$ cat src/rtl/gabor_pkg.sv
// Shared defaults, orientation count and FSM encoding for the Gabor window sequencer.
package gabor_pkg;
   localparam int DEF_IMG_W     = 640;
   localparam int DEF_IMG_H     = 480;
   localparam int DEF_KSIZE     = 5;
   localparam int DEF_PIXEL_W   = 8;
   localparam int DEF_COEFF_W   = 10;
   localparam int DEF_ADDR_W    = 19;
   localparam int DEF_CADDR_W   = 5;
   localparam int DEF_RD_LAT    = 1;
   localparam int DEF_PIXEL_GAP = 4;
   localparam int NUM_ORIENT    = 6;
   localparam int X_W           = 10;
   localparam int Y_W           = 9;

   typedef enum logic [2:0] {
      S_IDLE, S_ADDR, S_WAIT_RD, S_LOAD, S_MULT, S_NEXT_TAP, S_GAP, S_DONE
   } state_t;
endpackage

$ cat src/rtl/tap_address_gen.sv
// Window-origin and tap counters; image address is built with adders only,
// tracking the row base, origin base and current kernel-line base.
module tap_address_gen
   import gabor_pkg::*;
#(
   parameter int IMG_W   = DEF_IMG_W,
   parameter int IMG_H   = DEF_IMG_H,
   parameter int KSIZE   = DEF_KSIZE,
   parameter int ADDR_W  = DEF_ADDR_W,
   parameter int CADDR_W = DEF_CADDR_W
) (
   input  logic               clock,
   input  logic               reset,
   input  logic               clear,
   input  logic               step_tap,
   input  logic               step_origin,
   output logic [ADDR_W-1:0]  addr,
   output logic [CADDR_W-1:0] tap,
   output logic [X_W-1:0]     out_x,
   output logic [Y_W-1:0]     out_y,
   output logic               last_tap,
   output logic               last_origin
);
   localparam int KW = (KSIZE > 1) ? $clog2(KSIZE) : 1;
   localparam logic [KW-1:0]      K_LAST = KW'(KSIZE - 1);
   localparam logic [CADDR_W-1:0] T_LAST = CADDR_W'(KSIZE * KSIZE - 1);
   localparam logic [X_W-1:0]     X_LAST = X_W'(IMG_W - KSIZE);
   localparam logic [Y_W-1:0]     Y_LAST = Y_W'(IMG_H - KSIZE);
   localparam logic [ADDR_W-1:0]  ROW    = ADDR_W'(IMG_W);

   logic [KW-1:0]     kx, ky;
   logic [ADDR_W-1:0] row_base, origin_base, line_base, next_origin;
   logic              x_wrap;

   assign x_wrap      = (out_x == X_LAST);
   assign next_origin = x_wrap ? (row_base + ROW) : (origin_base + 1'b1);
   assign last_tap    = (tap == T_LAST);
   assign last_origin = x_wrap && (out_y == Y_LAST);

   always_ff @(posedge clock or posedge reset) begin
      if (reset) begin
         kx <= '0; ky <= '0; tap <= '0; out_x <= '0; out_y <= '0;
         row_base <= '0; origin_base <= '0; line_base <= '0; addr <= '0;
      end else if (clear) begin
         kx <= '0; ky <= '0; tap <= '0; out_x <= '0; out_y <= '0;
         row_base <= '0; origin_base <= '0; line_base <= '0; addr <= '0;
      end else if (step_tap) begin
         tap <= tap + 1'b1;
         if (kx == K_LAST) begin
            // kernel row finished: jump to the next image line of the window
            kx        <= '0;
            ky        <= ky + 1'b1;
            line_base <= line_base + ROW;
            addr      <= line_base + ROW;
         end else begin
            kx   <= kx + 1'b1;
            addr <= addr + 1'b1;
         end
      end else if (step_origin) begin
         kx <= '0; ky <= '0; tap <= '0;
         origin_base <= next_origin;
         line_base   <= next_origin;
         addr        <= next_origin;
         if (x_wrap) begin
            out_x    <= '0;
            out_y    <= out_y + 1'b1;
            row_base <= row_base + ROW;
         end else begin
            out_x <= out_x + 1'b1;
         end
      end
   end
endmodule

$ cat src/rtl/gabor_window_sequencer.sv
// Sequences BRAM reads and multiplier handshakes for a valid-only KSIZE x KSIZE
// Gabor convolution over the frame, one tap at a time.
module gabor_window_sequencer
   import gabor_pkg::*;
#(
   parameter int IMG_W     = DEF_IMG_W,
   parameter int IMG_H     = DEF_IMG_H,
   parameter int KSIZE     = DEF_KSIZE,
   parameter int PIXEL_W   = DEF_PIXEL_W,
   parameter int COEFF_W   = DEF_COEFF_W,
   parameter int ADDR_W    = DEF_ADDR_W,
   parameter int CADDR_W   = DEF_CADDR_W,
   parameter int RD_LAT    = DEF_RD_LAT,
   parameter int PIXEL_GAP = DEF_PIXEL_GAP
) (
   input  logic                          clock,
   input  logic                          reset,
   input  logic                          start,
   input  logic                          conv_ready,
   input  logic                          mult_done,
   input  logic [PIXEL_W-1:0]            image_BRAM_datain,
   input  logic [NUM_ORIENT*COEFF_W-1:0] coeff_datain,
   output logic [ADDR_W-1:0]             image_BRAM_addr,
   output logic [CADDR_W-1:0]            coeff_BRAM_addr,
   output logic [PIXEL_W-1:0]            image_pixel_buf,
   output logic [NUM_ORIENT*COEFF_W-1:0] line_buf_coeff,
   output logic                          start_mul,
   output logic                          data_ready,
   output logic                          busy,
   output logic                          frame_done,
   output logic [X_W-1:0]                out_x,
   output logic [Y_W-1:0]                out_y
);
   localparam logic [7:0] RD_LAST  = 8'((RD_LAT > 1) ? RD_LAT - 1 : 0);
   localparam logic [7:0] GAP_LAST = 8'((PIXEL_GAP > 1) ? PIXEL_GAP - 1 : 0);

   state_t     state;
   logic [7:0] wait_cnt, gap_cnt;
   logic       clear, step_tap, step_origin, last_tap, last_origin;

   // counters restart on frame start and are parked at zero once a frame ends
   assign clear       = ((state == S_IDLE) && start) || (state == S_DONE);
   assign step_tap    = (state == S_NEXT_TAP) && !last_tap;
   assign step_origin = (state == S_GAP) && (gap_cnt == GAP_LAST) && !last_origin;

   tap_address_gen #(
      .IMG_W(IMG_W), .IMG_H(IMG_H), .KSIZE(KSIZE), .ADDR_W(ADDR_W), .CADDR_W(CADDR_W)
   ) u_addr (
      .clock(clock), .reset(reset), .clear(clear), .step_tap(step_tap),
      .step_origin(step_origin), .addr(image_BRAM_addr), .tap(coeff_BRAM_addr),
      .out_x(out_x), .out_y(out_y), .last_tap(last_tap), .last_origin(last_origin)
   );

   always_ff @(posedge clock or posedge reset) begin
      if (reset) begin
         state           <= S_IDLE;
         wait_cnt        <= '0;
         gap_cnt         <= '0;
         image_pixel_buf <= '0;
         line_buf_coeff  <= '0;
         start_mul       <= 1'b0;
         data_ready      <= 1'b0;
         busy            <= 1'b0;
         frame_done      <= 1'b0;
      end else begin
         start_mul  <= 1'b0;
         frame_done <= 1'b0;
         case (state)
            S_IDLE: if (start) begin
               state <= S_ADDR;
               busy  <= 1'b1;
            end
            S_ADDR: begin
               state    <= S_WAIT_RD;
               wait_cnt <= '0;
            end
            S_WAIT_RD: begin
               if (wait_cnt == RD_LAST) state <= S_LOAD;
               else                     wait_cnt <= wait_cnt + 1'b1;
            end
            // operands are captured only when the multiplier can take them
            S_LOAD: if (conv_ready) begin
               image_pixel_buf <= image_BRAM_datain;
               line_buf_coeff  <= coeff_datain;
               start_mul       <= 1'b1;
               data_ready      <= last_tap;
               state           <= S_MULT;
            end
            S_MULT: if (mult_done) begin
               data_ready <= 1'b0;
               state      <= S_NEXT_TAP;
            end
            S_NEXT_TAP: begin
               gap_cnt <= '0;
               state   <= last_tap ? S_GAP : S_ADDR;
            end
            S_GAP: begin
               if (gap_cnt == GAP_LAST) begin
                  if (last_origin) begin
                     state      <= S_DONE;
                     frame_done <= 1'b1;
                  end else begin
                     state <= S_ADDR;
                  end
               end else begin
                  gap_cnt <= gap_cnt + 1'b1;
               end
            end
            S_DONE: begin
               state <= S_IDLE;
               busy  <= 1'b0;
            end
            default: state <= S_IDLE;
         endcase
      end
   end
endmodule

$ cat config.mk
export PLATFORM = sky130hd
export DESIGN_NAME = gabor_window_sequencer
export DESIGN_NICKNAME = d
export VERILOG_FILES = /design/src/rtl/gabor_pkg.sv /design/src/rtl/tap_address_gen.sv /design/src/rtl/gabor_window_sequencer.sv
export SDC_FILE = /design/constraint.sdc
export NUM_CORES = 1
export LEC_CHECK = 0
export ABC_AREA = 1
export CORE_ASPECT_RATIO = 1.5
export CORE_MARGIN = 2
export CORE_UTILIZATION = 38
export CTS_CLUSTER_DIAMETER = 120
export DETAILED_ROUTE_END_ITERATION = 8
export GPL_ROUTABILITY_DRIVEN = 0
export PLACE_DENSITY = 0.61
export SLEW_MARGIN = 40
export SYNTH_ARGS = -nofsm -noshare
export SYNTH_HDL_FRONTEND = slang
export SYNTH_SLANG_ARGS = --single-unit
$ cat constraint.sdc
create_clock -name clock -period 6.65 [get_ports clock]
set_input_delay 1.995 -clock clock [delete_from_list [all_inputs] [get_ports clock]]
set_output_delay 1.995 -clock clock [all_outputs]
set_load 0.1 [all_outputs]
Word-level counts from Yosys, hierarchy flattened
Index checks and enable logic that the tools add are counted.
{ "word_totals": {"ff_bits": 194, "inputBits": 73, "out_inout_bits": 115, "word_cells": 125} }
{ "classes": {"n_addsub": 10, "eq_ne": 21, "muxes": 51, "n_reduce_logical": 26} }
{ "op_table": {"columns": ["cell", "n"], "rows": [
  ["two-way mux 19 bit", 14],
  ["two-way mux 10 bit", 4],
  ["adder 19 x 1 -> 19 bit (second input constant)", 2],
  ["adder 19 x 10 -> 19 bit (second input constant)", 2],
  ["two-way mux 9 bit", 4],
  ["two-way mux 3 bit", 11],
  ["case mux 8 bit (2 select lines)", 2],
  ["case mux 3 bit (8 select lines)", 1],
  ["adder 8 x 1 -> 8 bit (second input constant)", 2],
  ["two-way mux 8 bit", 2],
  ["== test 3 bit (second input constant)", 5],
  ["two-way mux 5 bit", 3],
  ["inequality test 2 bit (second input constant)", 7],
  ["AND reduction 2 bit", 6],
  ["nonzero test 2 bit", 6],
  ["adder 10 x 1 -> 10 bit (second input constant)", 1],
  ["== test 10 bit (second input constant)", 1],
  ["adder 9 x 1 -> 9 bit (second input constant)", 1],
  ["== test 9 bit (second input constant)", 1],
  ["== test 8 x 2 -> 1 bit (second input constant)", 1],
  ["zero test 8 bit", 1],
  ["two-way mux 1 bit", 8],
  ["== test 3 x 2 -> 1 bit (second input constant)", 2],
  ["AND reduction 3 bit", 2],
  ["13 further kinds", 19]
]} }

Longest topological paths before layout
Gate-level depths: netlist (run 1).
{ "logic_depth": {"ltp_word": 7, "mapped_depth": 13, "mapped_depth_nobuf": 12} }

Modules after synthesis
From an unflattened synthesis (run 1), not the netlist that was laid out.
{ "unflattened": {"cells_unflattened": 1329, "hier_area_um2": 9915.8} }
{ "by_module_without_submodules": {"columns": ["module", "n_inst", "cells_per_inst", "area_each_um2", "seq_area_each_um2"], "rows": [
  ["tap_address_gen", 1, 863, 6029.5, 2402.3],
  ["gabor_window_sequencer", 1, 466, 3886.2, 2277.2]
]} }

Least setup slack after synthesis (run 1)
Ideal clock, no wire load.
{ "synth_timing": {"kind": "input-to-reg", "startpoint": "in conv_ready", "endpoint": "reg image_pixel_buf[0]", "setup_ns": 0.122, "arrival_time_ns": 2.871, "setup_slack_ns": 3.657, "path_stages": 7, "cell_sequence": "inv_1 nor2_1 inv_2 clkbuf_1 buf_2 nand2_1 nand2_1"} }
{ "synth_between": {"elab_chain_cells": 1} }
{ "synth_rtl": {"columns": ["item", "line", "text"], "rows": [
  ["start: declaration", "gabor_window_sequencer.sv:19", "input logic conv_ready,"],
  ["AND reduction 2 bit (no line)", null, null],
  ["end signal: assignment", "gabor_window_sequencer.sv:83", "image_pixel_buf <= image_BRAM_datain;"],
  ["end: declaration", "gabor_window_sequencer.sv:25", "output logic [PIXEL_W-1:0] image_pixel_buf,"]
]} }
No other way between the ends.
A chain may end at the register's enable or synchronous reset.

Final worst setup path (run 1)
{ "layout_timing": {"startpoint": "in start", "endpoint": "reg u_addr.out_x[6]"} }
{ "layout_between": {"elab_chain_cells": 4, "word_cells_on_any_way": 6, "cone_classes": "eq/ne (1); mux (1); reduce/logical (4)"} }
{ "layout_rtl": {"columns": ["item", "line", "text"], "rows": [
  ["start: declaration", "gabor_window_sequencer.sv:18", "input logic start,"],
  ["logical AND 1 bit (*)", "gabor_window_sequencer.sv:42", "assign clear = ((state == S_IDLE) && start) || (state == S_DONE);"],
  ["logical OR 1 bit (*)", "gabor_window_sequencer.sv:42", null],
  ["inequality test 2 bit (no line) or nonzero test 2 bit (tied branches)", null, null],
  ["AND reduction 2 bit (no line)", null, null],
  ["end signal: assignment", "tap_address_gen.sv:69", "out_x <= out_x + 1'b1;"],
  ["end: declaration", "tap_address_gen.sv:19", "output logic [X_W-1:0] out_x,"]
]} }
Mark *: on every way between the ends. The rest lies on a longest branch, timed or not.

==> impl_metrics.ini, run 1 <==
[outcome]
outcome = finished clean

[timing]
relSlewSlack = 0.4791
fin_crit_ns = 3.627
timing.final.crit_share = 0.5454
tns_ns = 0
final.setup_skew_ns = 0.01066
tightest_slew_ns = 0.7805
rsz0062_at_grt = false
final_hold_viol_count = 0
max_freq_mhz = 275.7
finalMaxSlewViolations = 0
setup_viol_count_final = 0
whs_ns = 0.4682

[drt]
drc = 0
wl_per_cell_um = 15.54
routed_wl_mm = 28.44
dr.pass1.iters = 5
vias = 9117
drtIter0Drc = 525
ant_nets = 0
vias_per_cell = 4.982

[setup_path]
reg2regPathDepth = 12
path_class = in -> reg
rrSetupSlack_ns = 3.24
slowest_stage = inv_1
cp_cell_sequence = clkdlybuf4s50_1, nand2_1, nand2_2, inv_2, nand2_4, inv_1, nor2_1, nor2_1, nor2_1
max_stage_delay_ns = 0.55
crit_path_frequent_cell = nor2_1
worstReg2RegStart = u_addr.out_x[0]$_DFFE_PP0P_
end_kind = flop
r2r_end = u_addr.out_x[6]$_DFFE_PP0P_
worst-path-max-fanout = 26
cp_data_required_time_ns = 6.98
cp-start-kind = input pin
worstPathArrival_ns = 3.96

[power]
power.total_mw = 5.929
peakVddDrop_mv = 0.4628
p_leak_nw = 5.988
p_per_area_mw_per_mm2 = 494.2

[floorplanning]
dieArea_sq_mm = 0.02700
core_area_sq_mm = 0.02514
die_w_um = 134.8
initial_utilization = 0.3880
ios = 188
die_h_um = 200.2
rows = 71

[global_routing]
grt_start_max_net_pins = 97
grt_pass1_wl_mm = 46.50
grt_pass1_vias = 9075
grt_usage = 0.2164
grt_overflow = 0
antenna_found_initial = 0

[layout]
final_common_cell = nand2_1
layout-drive-gt1-share = 0.1245
post-route-util = 0.4772
num_antenna_cells = 0
area_growth_pct = 22.97
final_cell_mix = nand2_1 (535), dfrtp_1 (187), nand3_1 (119)
instances_no_fill = 1830
nNetsFinal = 1575

[clock_tree]
hold_buffers = 0
cts_buffers = 17
cts.path.max_buffers = 2
cts_tree = done
cts-root-buf = clkbuf_16
path_clk_slew_ns = 0.07
cts.sinks = 187
clk_latency_ns = 0.44
cts.htree.levels = 4
post_cts_buffers = 0
post_cts_resized = 0

[yosys]
yosys_warnings = 0
synth.distinct_cells = 41
synthCells = 1314
synth_area_per_cell_sq_um = 7.424
synth_area_sq_mm = 0.009756
syn_nets = 1400
ys_ff_latch = 187
ys_seq_area_frac = 0.4797

[run]
cap_viol_max_count = 0

[place]
dp_hpwl_mm = 21.03
placed_cells = 1798
numPortBuffers = 187

[worst_hold_path]
hold_path_depth = 2
hold_start = line_buf_coeff[49]$_DFFE_PP0P_
hold_path_end = line_buf_coeff[49]$_DFFE_PP0P_
hold_path.class = reg -> reg
sequential cells by signal (all words and copies together), names as in the netlist, 3 cells and up:
signal / count
u_addr.tap: 5
wait_cnt: 8
u_addr.row_base: 12
u_addr.out_x: 10
u_addr.line_base: 19
u_addr.kx: 3
line_buf_coeff: 60
image_pixel_buf: 8
u_addr.addr: 19
gap_cnt: 8
u_addr.origin_base: 19
state: 3
u_addr.out_y: 9
synthesized netlist by cell type, drive strengths merged:
master / count / area (sq um)
o21ai: 79 / 399.1
ha: 13 / 162.7
buf: 21 / 118.9
o211ai: 2 / 15.01
nor2: 104 / 402.9
o221ai: 1 / 8.760
nor4: 3 / 18.77
a21oi: 26 / 130.1
o31ai: 2 / 15.01
nand3: 120 / 605.6
inv: 101 / 381.6
dfrtp: 187 / 4679
o21bai: 5 / 37.54
nand2: 541 / 2061
o32ai: 1 / 8.760
xnor2: 4 / 35.03
o21a: 1 / 7.510
or2: 8 / 50.05
nand3b: 4 / 30.03
o22ai: 14 / 87.58
xor2: 25 / 219.0
nor3: 16 / 96.35
nand4: 16 / 100.1
o2bb2ai: 1 / 8.760
and2: 2 / 12.51
clkbuf: 16 / 60.06
clkinv: 1 / 3.750
per-stage QoR:
stage	setup slack, ns	area (sq um)
floorplan	2.249	9759
global placement	2.473	11910
detailed placement	2.417	11380
CTS	2.888	11990
global route	2.843	12000
finish	3.023	12000
logic make-up (layout without fill, tap and decap cells):
kind of cell               after synthesis  count (layout)  synth area share
adders and majority gates               13              13           0.01667
AOI/OAI and AO/OA                      132             132           0.07362
buffers and inverters                  139             327           0.05784
xor gates and xnor gates                29              29           0.02604
and+or+nand+nor                        814             814            0.3462
DFF                                    187             187            0.4797
final cells by class:
class                      count  area (sq um)
fill                        2506         13140
sequential                   187          4679
multi-input combinational    988          4527
timing repair buffer         193          1386
clock buffer                  20         466.7
tap                          328         410.4
inverter                     102         389.1
clock inverter                12         137.6
report_power, final:
| group | switching [mW] | leakage (nW) | internal, mW |
|---|---|---|---|
| Clock | 0.466 | 0.282 | 0.588 |
| Combinational | 2.61 | 3.22 | 0.495 |
| Sequential | 0.299 | 2.49 | 1.47 |
worst max-delay path by stage:
stage,from,to,slack [ns],cells after the start
finish,start,u_addr.out_x[6]$_DFFE_PP0P_,3.02,9
global route,start,u_addr.out_y[3]$_DFFE_PP0P_,2.84,9
CTS,start,u_addr.row_base[17]$_DFFE_PP0P_,2.89,8
detailed placement,start,u_addr.row_base[18]$_DFFE_PP0P_,2.42,9
global placement,start,u_addr.out_y[7]$_DFFE_PP0P_,2.47,9
floorplan,reset,busy$_DFFE_PP0P_,2.25,1
metal layers:
layer	global-route usage	vias up	share of wire
li1	-	4544	-
met1	0.2483	4233	0.39
met2	0.3722	297	0.50
met3	0.07188	43	0.078
met4	0.07782	0	0.028
met5	0	-	0
critical path: cells and delay by family:
kind | cells | cell delay (ns)
AND/OR/NAND/NOR | 6 | 0.75
buffers and inverters | 3 | 1.21
Note: power is estimated with default switching activity, not from simulation.
==> run 2, diff against run 1 <==
--- a/config.mk
+++ b/config.mk
@@ -12,7 +12,7 @@
 export CTS_CLUSTER_DIAMETER = 120
 export DETAILED_ROUTE_END_ITERATION = 8
 export GPL_ROUTABILITY_DRIVEN = 0
-export PLACE_DENSITY = 0.61
+export PLACE_DENSITY = 0.59
 export SLEW_MARGIN = 40
 export SYNTH_ARGS = -nofsm -noshare
 export SYNTH_HDL_FRONTEND = slang
==> constraint.sdc (replaced) <==
create_clock -name clock -period 3.6 [get_ports clock]
set_input_delay 1.08 -clock clock [delete_from_list [all_inputs] [get_ports clock]]
set_output_delay 1.08 -clock clock [all_outputs]
set_load 0.1 [all_outputs]
==> run 2 against run 1 <==
Sequential share of layout area shrank 1.0 points. Sequential power grew 86%. Clock power rose by 82%. Core utilization increased by 1.3 points. Combinational power is 93% higher. Power is 89% higher. Critical endpoint is now u_addr.row_base[17]$_DFFE_PP0P_. Largest power group unchanged.
==> impl_metrics.ini, run 2 (same netlist as run 1, synthesis figures left out) <==
[place]
placed_cells = 1804
numPortBuffers = 187
dp_hpwl_mm = 21.12

[timing]
final.setup_skew_ns = 0.008493
setup_viol_count_final = 0
tightest_slew_ns = 0.7676
tns_ns = 0
fin_crit_ns = 2.740
finalMaxSlewViolations = 0
max_freq_mhz = 365.0
relSlewSlack = 0.4877
final_hold_viol_count = 0
timing.final.crit_share = 0.7611
rsz0062_at_grt = false

[layout]
regMostFlops = line_buf_coeff
nNetsFinal = 1581
final_cell_mix = nand2_1 (535), dfrtp_1 (187), buf_4 (123)
final_common_cell = nand2_1
n_fill_cell = 2503
layout-drive-gt1-share = 0.1280
instances_no_fill = 1836
area_growth_pct = 26.24
num_antenna_cells = 0
largest_register_ffs = 60

[floorplanning]
core_area_sq_mm = 0.02514
dieArea_sq_mm = 0.02700
ios = 188
die_h_um = 200.2
rows = 71
die_w_um = 134.8
initial_utilization = 0.3880

[setup_path]
path_class = reg -> reg
reg2regPathDepth = 12
cp_cell_sequence = buf_4, ha_1, nand2_1, nor2_1, nand2_1, nor2_4, nand2_1, nand2_2, nand2_4, o21ai_4, inv_2, o21ai_0
cp_data_required_time_ns = 3.95
worstPathArrival_ns = 3.09
rrSetupSlack_ns = 0.86
crit_path_frequent_cell = nand2_1
max_stage_delay_ns = 0.38
slowest_stage = nand2_2
cp-start-kind = flop
worst-path-max-fanout = 26
end_kind = flop

[global_routing]
grt_usage = 0.2177
grt_start_max_net_pins = 115
antenna_found_initial = 0
grt_overflow = 0
grt_pass1_vias = 9056
grt_pass1_wl_mm = 46.72

[worst_hold_path]
hold_path.class = reg -> reg
hold_path_depth = 2

[drt]
vias = 9129
vias_per_cell = 4.972
wl_per_cell_um = 15.63
drtIter0Drc = 537
ant_nets = 0
routed_wl_mm = 28.69
drc = 0
dr.pass1.iters = 5

[clock_tree]
post_cts_resized = 0
cts_buffers = 17
hold_buffers = 0
cts.sinks = 187
cts.path.max_buffers = 2
cts.htree.levels = 4
cts-root-buf = clkbuf_16
path_clk_slew_ns = 0.07
clk_latency_ns = 0.44
cts_tree = done
post_cts_buffers = 0

[power]
p_per_area_mw_per_mm2 = 910.0
p_leak_nw = 6.056
power.total_mw = 11.21
peakVddDrop_mv = 0.7601

[outcome]
outcome = finished clean

[run]
cap_viol_max_count = 0
run 2: cell types whose count changed in the layout (fill, tap and decap cells not counted), sizes merged:
cell,change
clkinv,+3
buf,+6
clkbuf,-3
inv,+3
clkinvlp,-3
run 2: layout make-up:
| type | count | area [sq um] | share of cell area |
|---|---|---|---|
| clock buffer | 17 | 425.4 | 0.03454 |
| clock inverter | 15 | 160.2 | 0.01300 |
| inverter | 102 | 389.1 | 0.03160 |
| multi-input combinational | 988 | 4527 | 0.3676 |
| sequential | 187 | 4679 | 0.3800 |
| tap | 328 | 410.4 | 0.03332 |
| timing repair buffer | 199 | 1724 | 0.1400 |
run 2: final timing paths:
| path | from | endpoint |
|---|---|---|
| worst max-delay path | u_addr.out_x[0]$_DFFE_PP0P_ | u_addr.row_base[17]$_DFFE_PP0P_ |
| worst min-delay path | line_buf_coeff[50]$_DFFE_PP0P_ | line_buf_coeff[50]$_DFFE_PP0P_ |
| worst max register to register | u_addr.out_x[0]$_DFFE_PP0P_ | u_addr.row_base[17]$_DFFE_PP0P_ |
| worst min register to register | line_buf_coeff[50]$_DFFE_PP0P_ | line_buf_coeff[50]$_DFFE_PP0P_ |
| max in group asynchronous | reset | u_addr.addr[10]$_DFFE_PP0P_ |
| min in group asynchronous | reset | u_addr.out_y[0]$_DFFE_PP0P_ |
run 2: through the flow:
step | utilization | setup slack, ns | area [sq um] | hold slack (ns)
after floorplan | - | 0.1135 | 9759 | 0.4422
after global placement | 0.4663 | 0.4235 | 11720 | 0.4548
final | 0.4899 | 0.8602 | 12320 | 0.4736
after detailed placement | 0.4663 | 0.3756 | 11720 | 0.4595
after global routing | 0.4899 | 0.6732 | 12320 | 0.4947
after CTS | 0.4896 | 0.6726 | 12310 | 0.4783
run 2: routing by layer:
metal / wire, um / vias to the layer above / global-route usage
met5: 0 / - / 0
met4: 889 / 0 / 0.08496
met3: 1906 / 46 / 0.06479
met2: 14640 / 258 / 0.3798
met1: 11260 / 4260 / 0.2471
li1: - / 4565 / -
run 2: worst max-delay path: cells and delay by family, from the launching register on:
family / cells / cell delay [ns]
and+or+nand+nor: 7 / 1.18
DFF: 1 / 0.33
AOI/OAI and AO/OA: 2 / 0.53
adders and majority gates: 1 / 0.20
buffers and inverters: 2 / 0.40
run 2: report_power, final:
part           leakage [nW]  total (mW)  internal (mW)  switching [mW]
registers              2.49        3.29           2.71           0.576
clock network         0.285        1.91           1.04           0.872
logic                  3.28        6.01           1.20            4.81
